$ cat src/rtl/parity_check_stream_pkg.sv
// Shared types and constants for the parity_check_stream slice.
package parity_pkg;

    // Frame tracking: IDLE between frames, IN_FRAME after a non-last word.
    typedef enum logic {
        IDLE,
        IN_FRAME
    } pc_state_t;

    localparam logic PAR_EVEN = 1'b0;
    localparam logic PAR_ODD  = 1'b1;

endpackage : parity_pkg

$ cat src/rtl/parity_check_stream_calc.sv
// Combinational XOR reduction of a word plus its parity bit.
module parity_calc #(
    parameter int unsigned W = 9
) (
    input  logic [W-1:0] bits_i,
    output logic         par_o
);

    // Odd number of ones in bits_i gives 1.
    always_comb begin
        par_o = ^bits_i;
    end

endmodule : parity_calc

$ cat src/rtl/parity_check_stream.sv
// Registered valid/ready parity checker with per-word and per-frame error flags.
// Optional saturating error counter enabled by `PARITY_ERR_CNT_EN.
module parity_check_stream
    import parity_pkg::*;
#(
    parameter int unsigned DATA_W  = 8,
    parameter logic        ODD_PAR = PAR_EVEN,
    parameter int unsigned CNT_W   = 16
) (
    input  logic              clk,
    input  logic              rst_n,
    input  logic              odd_mode,
    input  logic              in_valid,
    output logic              in_ready,
    input  logic [DATA_W-1:0] in_data,
    input  logic              in_parity,
    input  logic              in_last,
    output logic              out_valid,
    input  logic              out_ready,
    output logic [DATA_W-1:0] out_data,
    output logic              out_err,
    output logic              out_last,
    output logic              out_frm_err
`ifdef PARITY_ERR_CNT_EN
    ,
    output logic [CNT_W-1:0]  err_cnt,
    input  logic              err_clr
`endif
);

    pc_state_t         state_q, state_d;
    logic              mode_q, mode_d;
    logic              acc_q, acc_d;
    logic              out_valid_q, out_valid_d;
    logic [DATA_W-1:0] out_data_q, out_data_d;
    logic              out_err_q, out_err_d;
    logic              out_last_q, out_last_d;
    logic              out_frm_err_q, out_frm_err_d;

    logic              in_xfer;
    logic              mode_eff;
    logic              raw_par;
    logic              word_err;

    parity_calc #(
        .W (DATA_W + 1)
    ) u_calc (
        .bits_i ({in_data, in_parity}),
        .par_o  (raw_par)
    );

    // Handshake and word error; a frame's first word already uses the fresh mode.
    always_comb begin
        in_ready = !out_valid_q || out_ready;
        in_xfer  = in_valid && in_ready;
        mode_eff = (state_q == IDLE) ? odd_mode : mode_q;
        word_err = raw_par ^ mode_eff;
    end

    // Next-state for FSM, frame accumulator and output register.
    always_comb begin
        state_d       = state_q;
        mode_d        = mode_q;
        acc_d         = acc_q;
        out_valid_d   = out_valid_q;
        out_data_d    = out_data_q;
        out_err_d     = out_err_q;
        out_last_d    = out_last_q;
        out_frm_err_d = out_frm_err_q;

        if (in_xfer) begin
            out_valid_d   = 1'b1;
            out_data_d    = in_data;
            out_err_d     = word_err;
            out_last_d    = in_last;
            out_frm_err_d = in_last && (acc_q || word_err);
            acc_d         = in_last ? 1'b0 : (acc_q || word_err);

            unique case (state_q)
                IDLE: begin
                    mode_d = odd_mode;
                    if (!in_last) begin
                        state_d = IN_FRAME;
                    end
                end
                IN_FRAME: begin
                    if (in_last) begin
                        state_d = IDLE;
                    end
                end
                default: state_d = IDLE;
            endcase
        end else if (out_ready) begin
            // Payload is left as-is; only the valid flag drops once consumed.
            out_valid_d = 1'b0;
        end
    end

    // State and output registers.
    always_ff @(posedge clk or negedge rst_n) begin
        if (!rst_n) begin
            state_q       <= IDLE;
            mode_q        <= ODD_PAR;
            acc_q         <= 1'b0;
            out_valid_q   <= 1'b0;
            out_data_q    <= '0;
            out_err_q     <= 1'b0;
            out_last_q    <= 1'b0;
            out_frm_err_q <= 1'b0;
        end else begin
            state_q       <= state_d;
            mode_q        <= mode_d;
            acc_q         <= acc_d;
            out_valid_q   <= out_valid_d;
            out_data_q    <= out_data_d;
            out_err_q     <= out_err_d;
            out_last_q    <= out_last_d;
            out_frm_err_q <= out_frm_err_d;
        end
    end

    // Drive ports from the output register.
    always_comb begin
        out_valid   = out_valid_q;
        out_data    = out_data_q;
        out_err     = out_err_q;
        out_last    = out_last_q;
        out_frm_err = out_frm_err_q;
    end

`ifdef PARITY_ERR_CNT_EN
    logic [CNT_W-1:0] cnt_q, cnt_d;

    // Saturating bad-word count; clear wins over a same-cycle increment.
    always_comb begin
        cnt_d = cnt_q;
        if (err_clr) begin
            cnt_d = '0;
        end else if (in_xfer && word_err && (cnt_q != '1)) begin
            cnt_d = cnt_q + 1'b1;
        end
    end

    // Counter register.
    always_ff @(posedge clk or negedge rst_n) begin
        if (!rst_n) begin
            cnt_q <= '0;
        end else begin
            cnt_q <= cnt_d;
        end
    end

    // Counter output.
    always_comb begin
        err_cnt = cnt_q;
    end
`else
    // CNT_W has no role when the counter is absent.
    localparam int unsigned unused_cnt_w = CNT_W;
`endif

endmodule : parity_check_stream

$ cat config.mk
export PLATFORM = sky130hd
export DESIGN_NAME = parity_check_stream
export DESIGN_NICKNAME = d
export VERILOG_FILES = /design/src/rtl/parity_check_stream_pkg.sv /design/src/rtl/parity_check_stream_calc.sv /design/src/rtl/parity_check_stream.sv
export SDC_FILE = /design/constraint.sdc
export NUM_CORES = 1
export LEC_CHECK = 0
export BUFFER_PORTS_ARGS = -buffer_cell sky130_fd_sc_hd__buf_2
export CAP_MARGIN = 20
export CELL_PAD_IN_SITES_DETAIL_PLACEMENT = 0
export CELL_PAD_IN_SITES_GLOBAL_PLACEMENT = 1
export CORE_MARGIN = 1.5
export CORE_UTILIZATION = 31
export DETAILED_ROUTE_END_ITERATION = 10
export HOLD_SLACK_MARGIN = 0.02
export PLACE_DENSITY_LB_ADDON = 0.1
export REMOVE_ABC_BUFFERS = 1
export SLEW_MARGIN = 20
export SYNTH_ARGS = -nofsm -noshare
export SYNTH_HDL_FRONTEND = slang
export SYNTH_SLANG_ARGS = --single-unit
$ cat constraint.sdc
create_clock -name clk -period 1.2 [get_ports clk]
set_input_delay 0.12 -clock clk [delete_from_list [all_inputs] [get_ports clk]]
set_output_delay 0.12 -clock clk [all_outputs]
set_load 0.005 [all_outputs]
# Word level (Yosys, flattened, before mapping)

Cells that the tools add are included.

Input bits: 15
Output and inout bits: 13
Logic and storage cells: 21
Flip-flop bits (word level): 15

Bitwise gates (word level): 1
Multiplexer cells: 5
Reductions and logical operators: 7

Operators by type and width:

| kind               | count |
|---|---|
| parity 9 bit       | 1 |
| two-way mux 1 bit  | 5 |
| logical AND 1 bit  | 2 |
| logical OR 1 bit   | 2 |
| nonzero test 2 bit | 1 |
| zero test 1 bit    | 1 |
| bitwise XOR 1 bit  | 1 |

# Longest topological paths before layout

Depth after elaboration: 4
Gate-level depth with buffers: 5
Gate-level depth less buffers: 4

# Hierarchy

A second synthesis with hierarchy kept.

Cell total of the unflattened synthesis: 51
Area, all modules: 684.4 µm²

By module, submodules not included:

| module              | times used | sequential area each (µm²) | area an instance (µm²) | cells each |
|---|---|---|---|---|
| parity_check_stream | 1          | 375.4                      | 601.8                  | 44 |
| parity_calc         | 1          | 0.0                        | 82.6                   | 7 |

# Worst setup path before layout

No wires, ideal clock.

Kind: reg-to-reg
Start: register out_valid_q, in the netlist out_valid
End: register out_data_q[1], in the netlist out_data[1]
Stages on the path, launching flop included: 5
Data required time: 1.075 ns
Setup slack: -0.033 ns
Buffers on the path: 1
Library setup time: 0.125 ns
Data arrival time: 1.108 ns
Cells stage by stage: dfrtp_1 nand2b_1 nand2_1 buf_2 mux2_2

Word-level cells in the longest chain between the ends: 3

RTL lines:

| element                  | line                       | RTL |
|---|---|---|
| start: declaration       | parity_check_stream.sv:34  | `logic out_valid_q, out_valid_d;` |
| start signal: assignment | parity_check_stream.sv:114 | `out_valid_q <= out_valid_d;` |
| zero test 1 bit          | parity_check_stream.sv:54  | `in_ready = !out_valid_q \|\| out_ready;` |
| logical OR 1 bit         | parity_check_stream.sv:54  |  |
| named net in_ready       | parity_check_stream.sv:14  | `output logic in_ready,` |
| logical AND 1 bit        | parity_check_stream.sv:55  | `in_xfer = in_valid && in_ready;` |
| end signal: assignment   | parity_check_stream.sv:115 | `out_data_q <= out_data_d;` |
| end: declaration         | parity_check_stream.sv:35  | `logic [DATA_W-1:0] out_data_q, out_data_d;` |

The timed path passes the listed nets, and every way through them passes these cells.
A chain may end at the register's enable or synchronous reset.

# Worst setup path in the final report

Start: register state_q
End: register out_frm_err_q, in the netlist out_frm_err

Word-level cells in the longest chain between the ends: 4

RTL lines:

| element                  | line                       | RTL |
|---|---|---|
| start: declaration       | parity_check_stream.sv:31  | `pc_state_t state_q, state_d;` |
| start signal: assignment | parity_check_stream.sv:111 | `state_q <= state_d;` |
| two-way mux 1 bit        | n/a                        |  |
| bitwise XOR 1 bit        | parity_check_stream.sv:57  | `word_err = raw_par ^ mode_eff;` |
| logical OR 1 bit         | parity_check_stream.sv:76  | `out_frm_err_d = in_last && (acc_q \|\| word_err);` |
| logical AND 1 bit        | parity_check_stream.sv:76  |  |
| end signal: assignment   | parity_check_stream.sv:118 | `out_frm_err_q <= out_frm_err_d;` |
| end: declaration         | parity_check_stream.sv:38  | `logic out_frm_err_q, out_frm_err_d;` |

Every way passes these cells.

==> run summary <==
Setup repair after global routing could not meet its margin everywhere. The critical register-to-register path endpoint is out_frm_err. From synthesis to final layout, the design area changed by 39.28%. The post-route DRC violation count came out at 0.

The clock arrives with 4.162 ps of skew. 28 I/O pins were placed. The congestion estimate from routability-driven global placement came to approximately 0.7. The number of global-route vias before repair is 483. The terminating pin of the worst hold path is out_valid. TritonCTS built the clock tree. Yosys attributes the largest share of cell area to dfrtp_1 (57%), mux2_2 (15%), xnor2_1 (9.3%), xnor3_1 (3.4%), nand2_1 (2.3%). The number of placement rows came out at 16.

The number of buffers inserted by port buffering is 27. The starting density of the core came out at 0.3327. The peak fanout along the critical path is 3. After layout, the minimum clock period comes to 1248 ps.

The achievable clock frequency came out at 801.3 MHz. Across the VDD grid, the largest voltage drop is 0.6331 mV. The area of the multi-input gates is 280.3 um^2. For this run, the total global-route usage over all layers was measured as 0.1138. Of the synthesized area, sequential elements account for 0.5693. Entering global routing, the biggest net connects 16 pins. The count of warnings emitted by yosys is 0.

The total area inside the core boundary comes to 1982 um^2. The count of different cell masters after synthesis is 16. The logic gate share of total power is 0.288. The arrival time reported for the critical path endpoint came out at 1450 ps. In the finished design, the share of the clock period the worst path needs comes to 1.040. The estimated wirelength of the detail-placed design is 973.9 um. The transition time at the pin with the least slew margin came out at 341.8 ps. The reported net switching power is 376.3 uW. The number of nets in the layout is 104.

The number of pins with negative max-slew slack in the final report came out at 0. The gate count after technology mapping is 51. The share of total power dissipated in sequential elements is 0.494.

The antenna cell count is 0. The checks that failed: negative setup slack. Clock-pin slew was measured on the worst setup and hold paths at about 90 ps. dfrtp_1 is the most common cell in the netlist. The startpoint identified for the worst register-to-register timing path is state_q. The worst hold margin is 75.21 ps.

Summed over all failing endpoints, the final setup total negative slack is -85.43 ps. The reg-to-reg setup timing slack came out at -50 ps. The worst hold path stage count is 2.

The number of search-and-repair iterations in the first detailed-routing pass came out at 3. The initial antenna violation count came to 0. The part of the power in the clock network came out at 0.218. For this block, the via count after detailed routing is 505. The insertion delay to the later sink of the worst-skew pair came out at around 280 ps.

The detail-routed net length per standard cell is 10.75 um. The cell-internal power came out at 956.8 uW. The number of non-filler instances in the completed layout came out at 115. The commonest cells after synthesis are dfrtp_1 (15), mux2_2 (9), xnor2_1 (7), nand2_1 (4). Once detail routing completed, the nets flagged for antenna violations numbered 0. STA classifies the critical path endpoint as a flop. Across all setup checks in the final design, the least slack found is -48.03 ps. The launching element type of the critical path is a flop. The proportion of register bits with asynchronous set or reset after synthesis is 1.000. The number of endpoints with negative hold slack in the final report came to 0. The required time of the critical path is 1410 ps. The die span in x is 49.12 um. The clock sink count is 15.

The summed instance area of the synthesized netlist came out at 659.4 um^2. The ratio of cells with drive above 1 in the final layout came out at 0.5455. The aggregate global routing overflow is 0. The tightest min-delay check is of the input port to flop type. Across the run, the number of max-cap violations was 0. In this run the number of H-tree levels came out at 1. The via count normalized by instance count came out at 4.391. The number of flip-flops and latches in the synthesized netlist came out at 15.

The die area is 2413 um^2. The total of fill cells in the finished design came out at approximately 200. The clock passes through at most 2 buffers. At the end of the flow the core is filled with cells to 0.4634. Setup violations remaining at the end of the flow were counted as 3.

The sequential cell area in the final layout is 375.4 um^2. The worst pin sits at a relative slew slack of 0.7721. The TritonCTS buffer count is 3. The share of synthesized area in the top cell type comes to 0.5693. The setup slack after placement is -122.3 ps. The first global-routing pass estimated 2070 um of wire. The flow ran to the end, but the final reports show violations.

The wire length after detailed routing came out at approximately 1200 um. Counting cells, the worst reg-to-reg path comes to 4. The power density relative to cell area is 1452 nW/um^2. The leakage power is between 0.0004 and 0.0005 uW. In this run the mean area of a mapped cell was 12.93 um^2. The critical path is of the flop to flop type. The number of flops mapped to enable cells by yosys came out at 0. The share of total power consumed by net switching came out at 0.2823. The cell taking the most area after synthesis is dfrtp_1. In this run the most critical hold path is launched from in_valid. The instance count after placement with tap cells included came out at 109. The cell chosen for the clock root is clkbuf_4. The detailed router finished its first iteration with 2 violations. The die extent in y came out at 49.12 um. The leading register cell type out of synthesis is dfrtp_1.
==> layout by cell type (no fill, tap or decap), types with 2 or more instances in the layout <==
| cell | instances |
|---|---|
| a21oi_1 | 2 |
| buf_2 | 27 |
| buf_4 | 4 |
| buf_6 | 2 |
| clkbuf_4 | 3 |
| dfrtp_1 | 15 |
| mux2_2 | 9 |
| nand2_1 | 3 |
| nand2b_1 | 2 |
| xnor2_1 | 7 |
==> metrics by stage <==
step	power, uW	instance area [um^2]
CTS	1351	905.9
global placement	1037	860.8
global route	1430	918.4
finish	1333	918.4
floorplan	871.8	654.4
detailed placement	1042	860.8
==> worst max path at each step <==
stage | startpoint | to | slack (ps) | depth (start not counted)
detailed placement | in_data[7] | out_err | -120 | 5
global route | state_q | out_frm_err | -130 | 4
finish | state_q | out_frm_err | -50 | 4
global placement | in_data[7] | out_err | -70 | 5
CTS | state_q | out_frm_err | -50 | 4
floorplan | out_valid | mode_q | -160 | 4
==> power by group through the flow <==
| stage | Combinational [uW] | Clock (uW) | Sequential [uW] |
|---|---|---|---|
| 3_5_place_dp | 374 | 0 | 668 |
| 5_1_grt | 425 | 329 | 676 |
| 3_3_place_gp | 367 | 0 | 670 |
| 2_1_floorplan | 199 | 0 | 673 |
| 6_report | 384 | 291 | 659 |
| 4_1_cts | 385 | 306 | 660 |
==> metal layers <==
| metal | part of all wire | wire length (um) | track usage | up-vias |
|---|---|---|---|---|
| met1 | 0.47 | 578 | 0.1499 | 245 |
| met4 | 0 | 0 | 0.05714 | 0 |
| met2 | 0.47 | 586 | 0.1734 | 14 |
| met5 | 0 | 0 | 0 | - |
| met3 | 0.057 | 71 | 0.02761 | 0 |
| li1 | - | - | - | 246 |
==> registers in the layout, indices dropped and copies added (netlist names) <==
signal	flops
out_err	1
mode_q	1
state_q	1
out_last	1
out_valid	1
acc_q	1
out_data	8
out_frm_err	1
==> cell families after synthesis <==
logic type / after synthesis / synth area share
xor gates and xnor gates: 8 / 0.1271
and+or+nand+nor: 10 / 0.07020
DFF: 15 / 0.5693
AOI/OAI and AO/OA: 6 / 0.05124
buffers and inverters: 2 / 0.01327
muxes: 10 / 0.1689
==> cell type report <==
cell class              instances  share of cell area
repair buffers                 34              0.2153
clock inverters                 1            0.005450
clock buffers                   3             0.02452
well taps                      27             0.03678
inverters                       1            0.004087
multi-input cells              34              0.3052
flip-flops and latches         15              0.4087
==> what timing repair did <==
item | in CTS | in global routing
setup endpoints to repair | 3 | 11
gates resized for setup | 1 | 4
hold endpoints to repair | 15 | 0
buffers inserted | 1 | 0
pin swaps | 1 | 1
cloned | 0 | 0
hold buffers | 1 | 0
==> worst max-delay path: stages, from the launching register on <==
cell	delay (ps)
dfrtp_1	370
mux2i_1	220
xnor2_1	150
xnor3_1	270
o22ai_1	160
No activity file was read; power rests on OpenSTA's default activity.
